`config.mk`:
```
export PLATFORM = sky130hd
export DESIGN_NAME = pipe_skid_buffer
export DESIGN_NICKNAME = d
export VERILOG_FILES = /design/src/rtl/pipe_skid_buffer.sv
export SDC_FILE = /design/constraint.sdc
export NUM_CORES = 1
export LEC_CHECK = 0
export CAP_MARGIN = 20
export CORE_MARGIN = 2
export CORE_UTILIZATION = 44
export CTS_CLUSTER_DIAMETER = 50
export DETAILED_ROUTE_END_ITERATION = 8
export PLACE_DENSITY = 0.74
export SETUP_SLACK_MARGIN = 0.4
export SYNTH_ARGS = -nofsm -noshare
export SYNTH_HDL_FRONTEND = slang
export SYNTH_SLANG_ARGS = --single-unit
```
`constraint.sdc`:
```
create_clock -name clk -period 1.8 [get_ports clk]
set_clock_uncertainty 0.2 [all_clocks]
set_input_delay 0.36 -clock clk [delete_from_list [all_inputs] [get_ports clk]]
set_output_delay 0.36 -clock clk [all_outputs]
set_load 0.02 [all_outputs]
```
`src/rtl/pipe_skid_buffer.sv`:
```
`default_nettype none
// ============================================================================
// Module      : pipe_skid_buffer
// Description : Two-entry registered pipeline stage with valid/ready
//               handshake on both sides. The head word lives in the main
//               register and drives out_data. A second word is parked in the
//               skid register when downstream stalls. in_ready comes straight
//               from a flop, so the upstream ready path has no combinational
//               dependency on out_ready.
// Ports       :
//   clk        rising-edge clock
//   reset      asynchronous, active-high reset
//   flush      synchronous discard of all held words (beats push and pop)
//   in_valid   upstream word present on in_data
//   in_ready   buffer can accept a word this cycle (registered)
//   in_data    upstream word
//   out_valid  out_data holds a valid word
//   out_ready  downstream takes out_data this cycle
//   out_data   head word (main register)
//   count      number of held words: 0, 1 or 2
// Revision    : 1.0 - initial release
// ============================================================================
module pipe_skid_buffer #(
  parameter int WIDTH = 8
) (
  input  logic             clk,
  input  logic             reset,
  input  logic             flush,
  input  logic             in_valid,
  output logic             in_ready,
  input  logic [WIDTH-1:0] in_data,
  output logic             out_valid,
  input  logic             out_ready,
  output logic [WIDTH-1:0] out_data,
  output logic [1:0]       count
);

  // The encoding equals the number of held words, so count decodes directly.
  localparam logic [1:0] S_EMPTY = 2'd0;
  localparam logic [1:0] S_BUSY  = 2'd1;
  localparam logic [1:0] S_FULL  = 2'd2;

  logic [1:0]       state;
  logic [1:0]       state_next;
  logic [WIDTH-1:0] main_reg;
  logic [WIDTH-1:0] main_next;
  logic [WIDTH-1:0] skid_reg;
  logic [WIDTH-1:0] skid_next;
  logic             in_ready_reg;
  logic             push;
  logic             pop;

  // --------------------------------------------------------------------------
  // State and storage registers
  // --------------------------------------------------------------------------
  always_ff @(posedge clk or posedge reset) begin
    if (reset) begin
      state        <= S_EMPTY;
      main_reg     <= '0;
      skid_reg     <= '0;
      in_ready_reg <= 1'b1;
    end else begin
      state        <= state_next;
      main_reg     <= main_next;
      skid_reg     <= skid_next;
      // Ready for the coming cycle is decided from the next state, keeping
      // the upstream ready a pure flop output.
      in_ready_reg <= (state_next != S_FULL);
    end
  end

  // --------------------------------------------------------------------------
  // Next-state and next-storage logic
  // --------------------------------------------------------------------------
  always_comb begin
    push       = in_valid & in_ready_reg;
    pop        = out_ready & (state != S_EMPTY);
    state_next = state;
    main_next  = main_reg;
    skid_next  = skid_reg;

    if (flush) begin
      state_next = S_EMPTY;
      main_next  = '0;
      skid_next  = '0;
    end else begin
      case (state)
        S_EMPTY: begin
          if (push) begin
            main_next  = in_data;
            state_next = S_BUSY;
          end
        end
        S_BUSY: begin
          if (push && pop) begin
            // Head leaves and the new word replaces it in the same edge.
            main_next = in_data;
          end else if (push) begin
            skid_next  = in_data;
            state_next = S_FULL;
          end else if (pop) begin
            // main keeps its stale value; it is hidden by out_valid = 0.
            state_next = S_EMPTY;
          end
        end
        S_FULL: begin
          // in_ready is low here, so no push can occur.
          if (pop) begin
            main_next  = skid_reg;
            state_next = S_BUSY;
          end
        end
        default: begin
          state_next = S_EMPTY;
          main_next  = '0;
          skid_next  = '0;
        end
      endcase
    end
  end

  // --------------------------------------------------------------------------
  // Output decode
  // --------------------------------------------------------------------------
  always_comb begin
    out_valid = 1'b0;
    count     = 2'd0;
    case (state)
      S_BUSY: begin
        out_valid = 1'b1;
        count     = 2'd1;
      end
      S_FULL: begin
        out_valid = 1'b1;
        count     = 2'd2;
      end
      default: begin
        out_valid = 1'b0;
        count     = 2'd0;
      end
    endcase
  end

  assign in_ready = in_ready_reg;
  assign out_data = main_reg;

endmodule
`default_nettype wire
```
==> flow_metrics.env, run 1 <==
export IMPL_synth_seq_cells=19
export IMPL_fmax_mhz=532
export IMPL_cts_hold_buf=0
export IMPL_num_io_pins=25
export IMPL_power_density_mw_per_mm2=712
export IMPL_die_h_um=53.6
export IMPL_critPathRequiredTime_ns=1.83
export IMPL_drt_pass1_iter_count=4
export IMPL_comb_power_share_pct=42.3
export IMPL_hold_ws_ns=0.134
export IMPL_gp_congestion=0.857
export IMPL_fin_area_sq_mm=0.00173
export IMPL_dieArea_sq_mm=0.00288
export IMPL_yosysTopAreaCellShare_pct=41.6
export IMPL_yosys_warnings=0
export IMPL_grt_pass1_vias=1007
export IMPL_leakagePower_uw=0.000758
export IMPL_grt_pass1_wl_um=4660
export IMPL_dp_cells=164
export IMPL_seq_area_frac_synth_pct=44.0
export IMPL_hpwl_um=1810
export IMPL_switching_share_pct=34.9
export IMPL_syn_inst=106
export IMPL_vias=985
export IMPL_vias_per_cell=5.50
export IMPL_met3_usage_pct=5.00
export IMPL_setup_viol=8
export IMPL_min_period_ns=1.88
export IMPL_switching_power_uw=431
export IMPL_initial_core_util_pct=47.6
export IMPL_violations="setup timing"
export IMPL_numCtsBuffers=3
export IMPL_layout_common_cells="17 x dfrtp_1, 17 x buf_6, 17 x buf_4, 11 x clkdlybuf4s50_1"
export IMPL_path_clk_slew_ns=0.13
export IMPL_worst_slack_ns=-0.0803
export IMPL_syn_to_final_growth_pct=60.0
export IMPL_cts_sinks=19
export IMPL_drt_wirelength_per_cell_um=16.1
export IMPL_period_share_pct=104
export IMPL_drtIter0Drc=30
export IMPL_syn_nets=124
export IMPL_outcome="finished with violations"
export IMPL_cts_tree="yes"
export IMPL_relSlewSlack_pct=75.2
export IMPL_ant_nets=0
export IMPL_netlist_area_sq_mm=0.00108
export IMPL_synth_top_area_cell="dfrtp_1"
export IMPL_rsz0062_at_grt="yes"
export IMPL_hold_path_class="input port to async pin"
export IMPL_path_class="flip-flop to flip-flop"
export IMPL_track_usage_pct=22.7
export IMPL_cap_violations=0
export IMPL_slew_viol_final=0
export IMPL_antenna_found_initial=0
export IMPL_final_cells=179
export IMPL_grt_max_degree=18
export IMPL_portBuffers=24
export IMPL_postPlaceCellArea_sq_mm=0.00144
export IMPL_cts_root_buf="clkbuf_4"
export IMPL_drive_gt1_share_pct=48.3
export IMPL_ir_worst_vdd_mv=0.519
export IMPL_hold_viol=0
export IMPL_clk_latency_ns=0.31
export IMPL_pwr_share_seq_pct=39.1
export IMPL_worst_setup_path_start_kind="flip-flop"
export IMPL_drc=0
export IMPL_drt_wl_total_um=2890
export IMPL_fp_coreArea_sq_mm=0.00228
export IMPL_crit_path_max_fanout=8
export IMPL_use_met1_pct=30.7
export IMPL_cp_end_kind="flip-flop"
export IMPL_worstPathArrival_ns=1.91
export IMPL_overflow=0
export IMPL_share_clk_of_total_power_pct=18.5
export IMPL_synth_area_leaders="dfrtp_1 42%, a22o_1 6.5%, ha_1 5.8%"
export IMPL_num_fill_cells=144
export IMPL_clk_path_buf_depth=2
export IMPL_p_int_uw=803
export IMPL_synth_distinct_cells=32
export IMPL_syn_avg_cell_area_sq_um=10.2
export IMPL_fp_row_count=17
export IMPL_fin_nets=170
export IMPL_worst_pin_slew_ns=0.370
export IMPL_die_w_um=53.6
export IMPL_top_usage_layer="met2"
export IMPL_antenna_cells=0
export IMPL_grtUsageMet2_pct=36.6
export IMPL_htree_levels=1
## cell type report
class	count	area, sq um	area share, %
clock buffers	3	22.5	1.30
repair buffers	46	438	25.3
clock inverters	1	5.00	0.289
flip-flops and latches	19	478	27.6
inverters	4	17.5	1.01
multi-input cells	78	738	42.6
well taps	28	35.0	2.02
## power by group through the flow
stage,clock network (uW),registers (uW),logic (uW)
after floorplan,0,515,223
after global placement,0,484,378
after detailed placement,0,485,386
after CTS,224,481,471
after global routing,258,486,555
final,229,483,522
## cells by family after synthesis
kind of cell               synth area share (%)
and+or+nand+nor                            20.7
AOI/OAI and AO/OA                          23.1
DFF                                        44.0
buffers and inverters                      4.73
adders and majority gates                  5.77
xor gates and xnor gates                  0.808
muxes                                     0.924
## critical path, stage by stage, from the launching register on
cell and delay (ns):
dfrtp_2 0.46, inv_4 0.06, buf_6 0.12, ha_4 0.16, or3_4 0.37, o211ai_4 0.18
nand3_2 0.14, o21ai_1 0.10
## cells in the mapped netlist
library cell,n
xnor2_1,1
nand3_1,6
a21oi_1,1
nor2_1,9
and3_1,1
or2_2,1
ha_1,5
dfstp_2,1
o211ai_4,1
nand4b_1,1
a22oi_1,8
nor2_4,1
buf_2,2
inv_1,4
o21ai_2,2
and3b_1,1
clkbuf_1,3
nor3_1,1
a22o_1,8
nand2b_1,9
o21ai_0,1
nand4bb_1,1
a31oi_1,2
nand3_2,2
mux2i_1,1
o21ai_1,7
nand2_1,4
buf_8,1
a211oi_2,1
dfrtp_1,18
a21boi_2,1
or3_4,1
## per-layer routing
metal  vias to the layer above  routed length (um)  share of wire (%)
met2                        41                1350                 47
met3                        14                 162                5.6
li1                        477                   -                  -
met5                         -                   0                  0
met1                       453                1290                 45
met4                         0                  87                3.0
## through the flow
stage                     setup WS, ns  TNS [ns]  power [uW]  util, %
after floorplan                 0.0638         0         738        -
after global placement          -0.220     -2.69         862     63.3
after detailed placement        -0.242     -3.15         871     63.3
after CTS                      -0.0334    -0.155        1180     72.4
after global routing            -0.108    -0.720        1300     76.2
final                          -0.0803    -0.294        1230     76.2
## what timing repair did
action | CTS | global route
buffers inserted | 6 | 4
gates cloned | 1 | 0
endpoints found under the setup margin | 31 | 31
pin swaps | 17 | 12
gates resized for setup | 94 | 12
## worst paths after layout
kind                                              start                      end  slack (ns)  depth (start not counted)
worst max-delay path                 state[0]$_DFF_PP0_  out_data[1]$_DFFE_PP0P_       -0.08                          7
worst min-delay path                              reset  skid_reg[6]$_DFFE_PP0P_        0.13                          3
worst max register to register       state[0]$_DFF_PP0_  out_data[1]$_DFFE_PP0P_       -0.08                          7
worst min register to register  skid_reg[1]$_DFFE_PP0P_  skid_reg[1]$_DFFE_PP0P_        0.35                          2
max in group asynchronous                         reset       in_ready$_DFF_PP1_        1.02                          3
min in group clk                skid_reg[1]$_DFFE_PP0P_  skid_reg[1]$_DFFE_PP0P_        0.35                          2
Power figures use the tool's default switching activity.
==> inputs of run 2 (changes only) <==
- CORE_UTILIZATION: 44 -> 52
- CTS_CLUSTER_SIZE: not set -> 10
- PLACE_DENSITY: 0.74 -> 0.83
- clock period: 1.8 -> 2.4 ns (I/O delays scaled with it)
==> run 2 against run 1 <==
The run now ends clean. Final area decreased by 19%. Clock power shrank 33%. Global-route usage shrank 0.69 points. First-iteration DRC count is 47% higher. Count of clock-buffer cells in the layout increased by 1. Total power shrank 36%. Register-to-register slack better by 0.54 ns. Critical path type is now flip-flop to output port.
==> flow_metrics.env, run 2 (synthesized netlist as in run 1, its figures left out) <==
export IMPL_hold_path_class="flip-flop to flip-flop"
export IMPL_antenna_found_initial=0
export IMPL_fp_coreArea_sq_mm=0.00196
export IMPL_min_period_ns=1.96
export IMPL_path_class="flip-flop to output port"
export IMPL_final_cells=163
export IMPL_vias_per_cell=5.75
export IMPL_relSlewSlack_pct=54.1
export IMPL_drt_pass1_iter_count=4
export IMPL_fin_nets=155
export IMPL_period_share_pct=81.7
export IMPL_drc=0
export IMPL_num_io_pins=25
export IMPL_dp_cells=153
export IMPL_initial_core_util_pct=55.2
export IMPL_hold_ws_ns=0.337
export IMPL_drive_gt1_share_pct=20.6
export IMPL_leakagePower_uw=0.000645
export IMPL_crit_buf_inv=1
export IMPL_worstPathArrival_ns=1.28
export IMPL_numCtsBuffers=3
export IMPL_cts_root_buf="clkbuf_4"
export IMPL_grt_max_degree=20
export IMPL_outcome="complete, no violations"
export IMPL_drt_wl_total_um=2500
export IMPL_cp_end_kind="output port"
export IMPL_finalSetupTns_ns=0
export IMPL_cts_sinks=19
export IMPL_vias=938
export IMPL_cts_hold_buf=0
export IMPL_dieArea_sq_mm=0.00246
export IMPL_seqCellArea_sq_um=477
export IMPL_power_density_mw_per_mm2=566
export IMPL_multi_input_area_sq_um=561
export IMPL_overflow=0
export IMPL_htree_levels=1
export IMPL_crit_chain="dlygate4sd2_1"
export IMPL_rsz0062_at_grt="yes"
export IMPL_syn_to_final_growth_pct=29.3
export IMPL_ant_nets=0
export IMPL_drt_wirelength_per_cell_um=15.3
export IMPL_fmax_mhz=510
export IMPL_cap_violations=0
export IMPL_clk_path_buf_depth=2
export IMPL_critPathSlowestCell="dfstp_2"
export IMPL_slew_viol_final=0
export IMPL_gp_congestion=0.758
export IMPL_grt_pass1_vias=857
export IMPL_grt_pass1_wl_um=4080
export IMPL_num_fill_cells=152
export IMPL_drtIter0Drc=44
export IMPL_die_h_um=49.6
export IMPL_setup_viol=0
export IMPL_path_clk_slew_ns=0.10
export IMPL_worst_pin_slew_ns=0.688
export IMPL_track_usage_pct=22.0
export IMPL_hpwl_um=1760
export IMPL_worst_setup_path_start_kind="flip-flop"
export IMPL_critPathRequiredTime_ns=1.72
export IMPL_crit_family="flip-flops"
export IMPL_crit_path_max_fanout=7
export IMPL_die_w_um=49.6
export IMPL_portBuffers=24
export IMPL_slowest_delay_ns=0.61
export IMPL_fp_row_count=16
export IMPL_hold_viol=0
export IMPL_cts_tree="yes"
export IMPL_ir_worst_vdd_mv=0.416
export IMPL_clk_latency_ns=0.29
export IMPL_antenna_cells=0
export IMPL_layout_common_cells="18 x clkdlybuf4s50_1, 18 x dfrtp_1, 9 x nor2_1, 9 x nand2b_1"
-- run 2: per-stage QoR --
step	instance area (sq um)	utilization (%)	setup slack [ns]	power [uW]
after global routing	1400	71.4	0.379	841
after global placement	1340	68.1	0.266	619
after detailed placement	1340	68.1	0.219	628
final	1400	71.4	0.439	793
after CTS	1390	70.9	0.247	789
after floorplan	1080	-	0.530	538
-- run 2: routing by layer --
metal | global-route usage [%] | up-vias | part of all wire (%) | wire, um
met5 | 0 | - | 0 | 0
met2 | 36.4 | 39 | 51 | 1280
li1 | - | 440 | - | -
met4 | 5.56 | 0 | 2.4 | 59
met3 | 6.97 | 8 | 6.2 | 155
met1 | 27.9 | 451 | 40 | 1000
-- run 2: worst paths after layout --
path                                          from                       to  slack (ns)  depth (start not counted)
setup / recovery                in_ready$_DFF_PP1_                 in_ready        0.44                          1
hold / removal             out_data[1]$_DFFE_PP0P_  out_data[1]$_DFFE_PP0P_        0.34                          2
setup reg to reg                state[0]$_DFF_PP0_  out_data[7]$_DFFE_PP0P_        0.46                          7
hold reg to reg            out_data[1]$_DFFE_PP0P_  out_data[1]$_DFFE_PP0P_        0.34                          2
max in group asynchronous                    reset       state[0]$_DFF_PP0_        1.17                          2
min in group asynchronous                    reset  out_data[1]$_DFFE_PP0P_        0.39                          2
-- run 2: layout make-up --
cell class	instances	area share, %
flip-flops and latches	19	34.0
inverters	4	1.07
well taps	27	2.41
multi-input cells	77	40.0
repair buffers	32	20.6
clock buffers	4	1.88
-- run 2: timing repair --
action	in CTS	in global routing
setup buffers	4	2
resized for setup	7	9
endpoints found under the hold margin	0	0
pin swaps	0	1
setup endpoints to repair	13	22
-- run 2: power by group --
group          switching, uW  internal, uW
Sequential              14.2           342
Combinational            151           132
Clock                   88.8          64.7
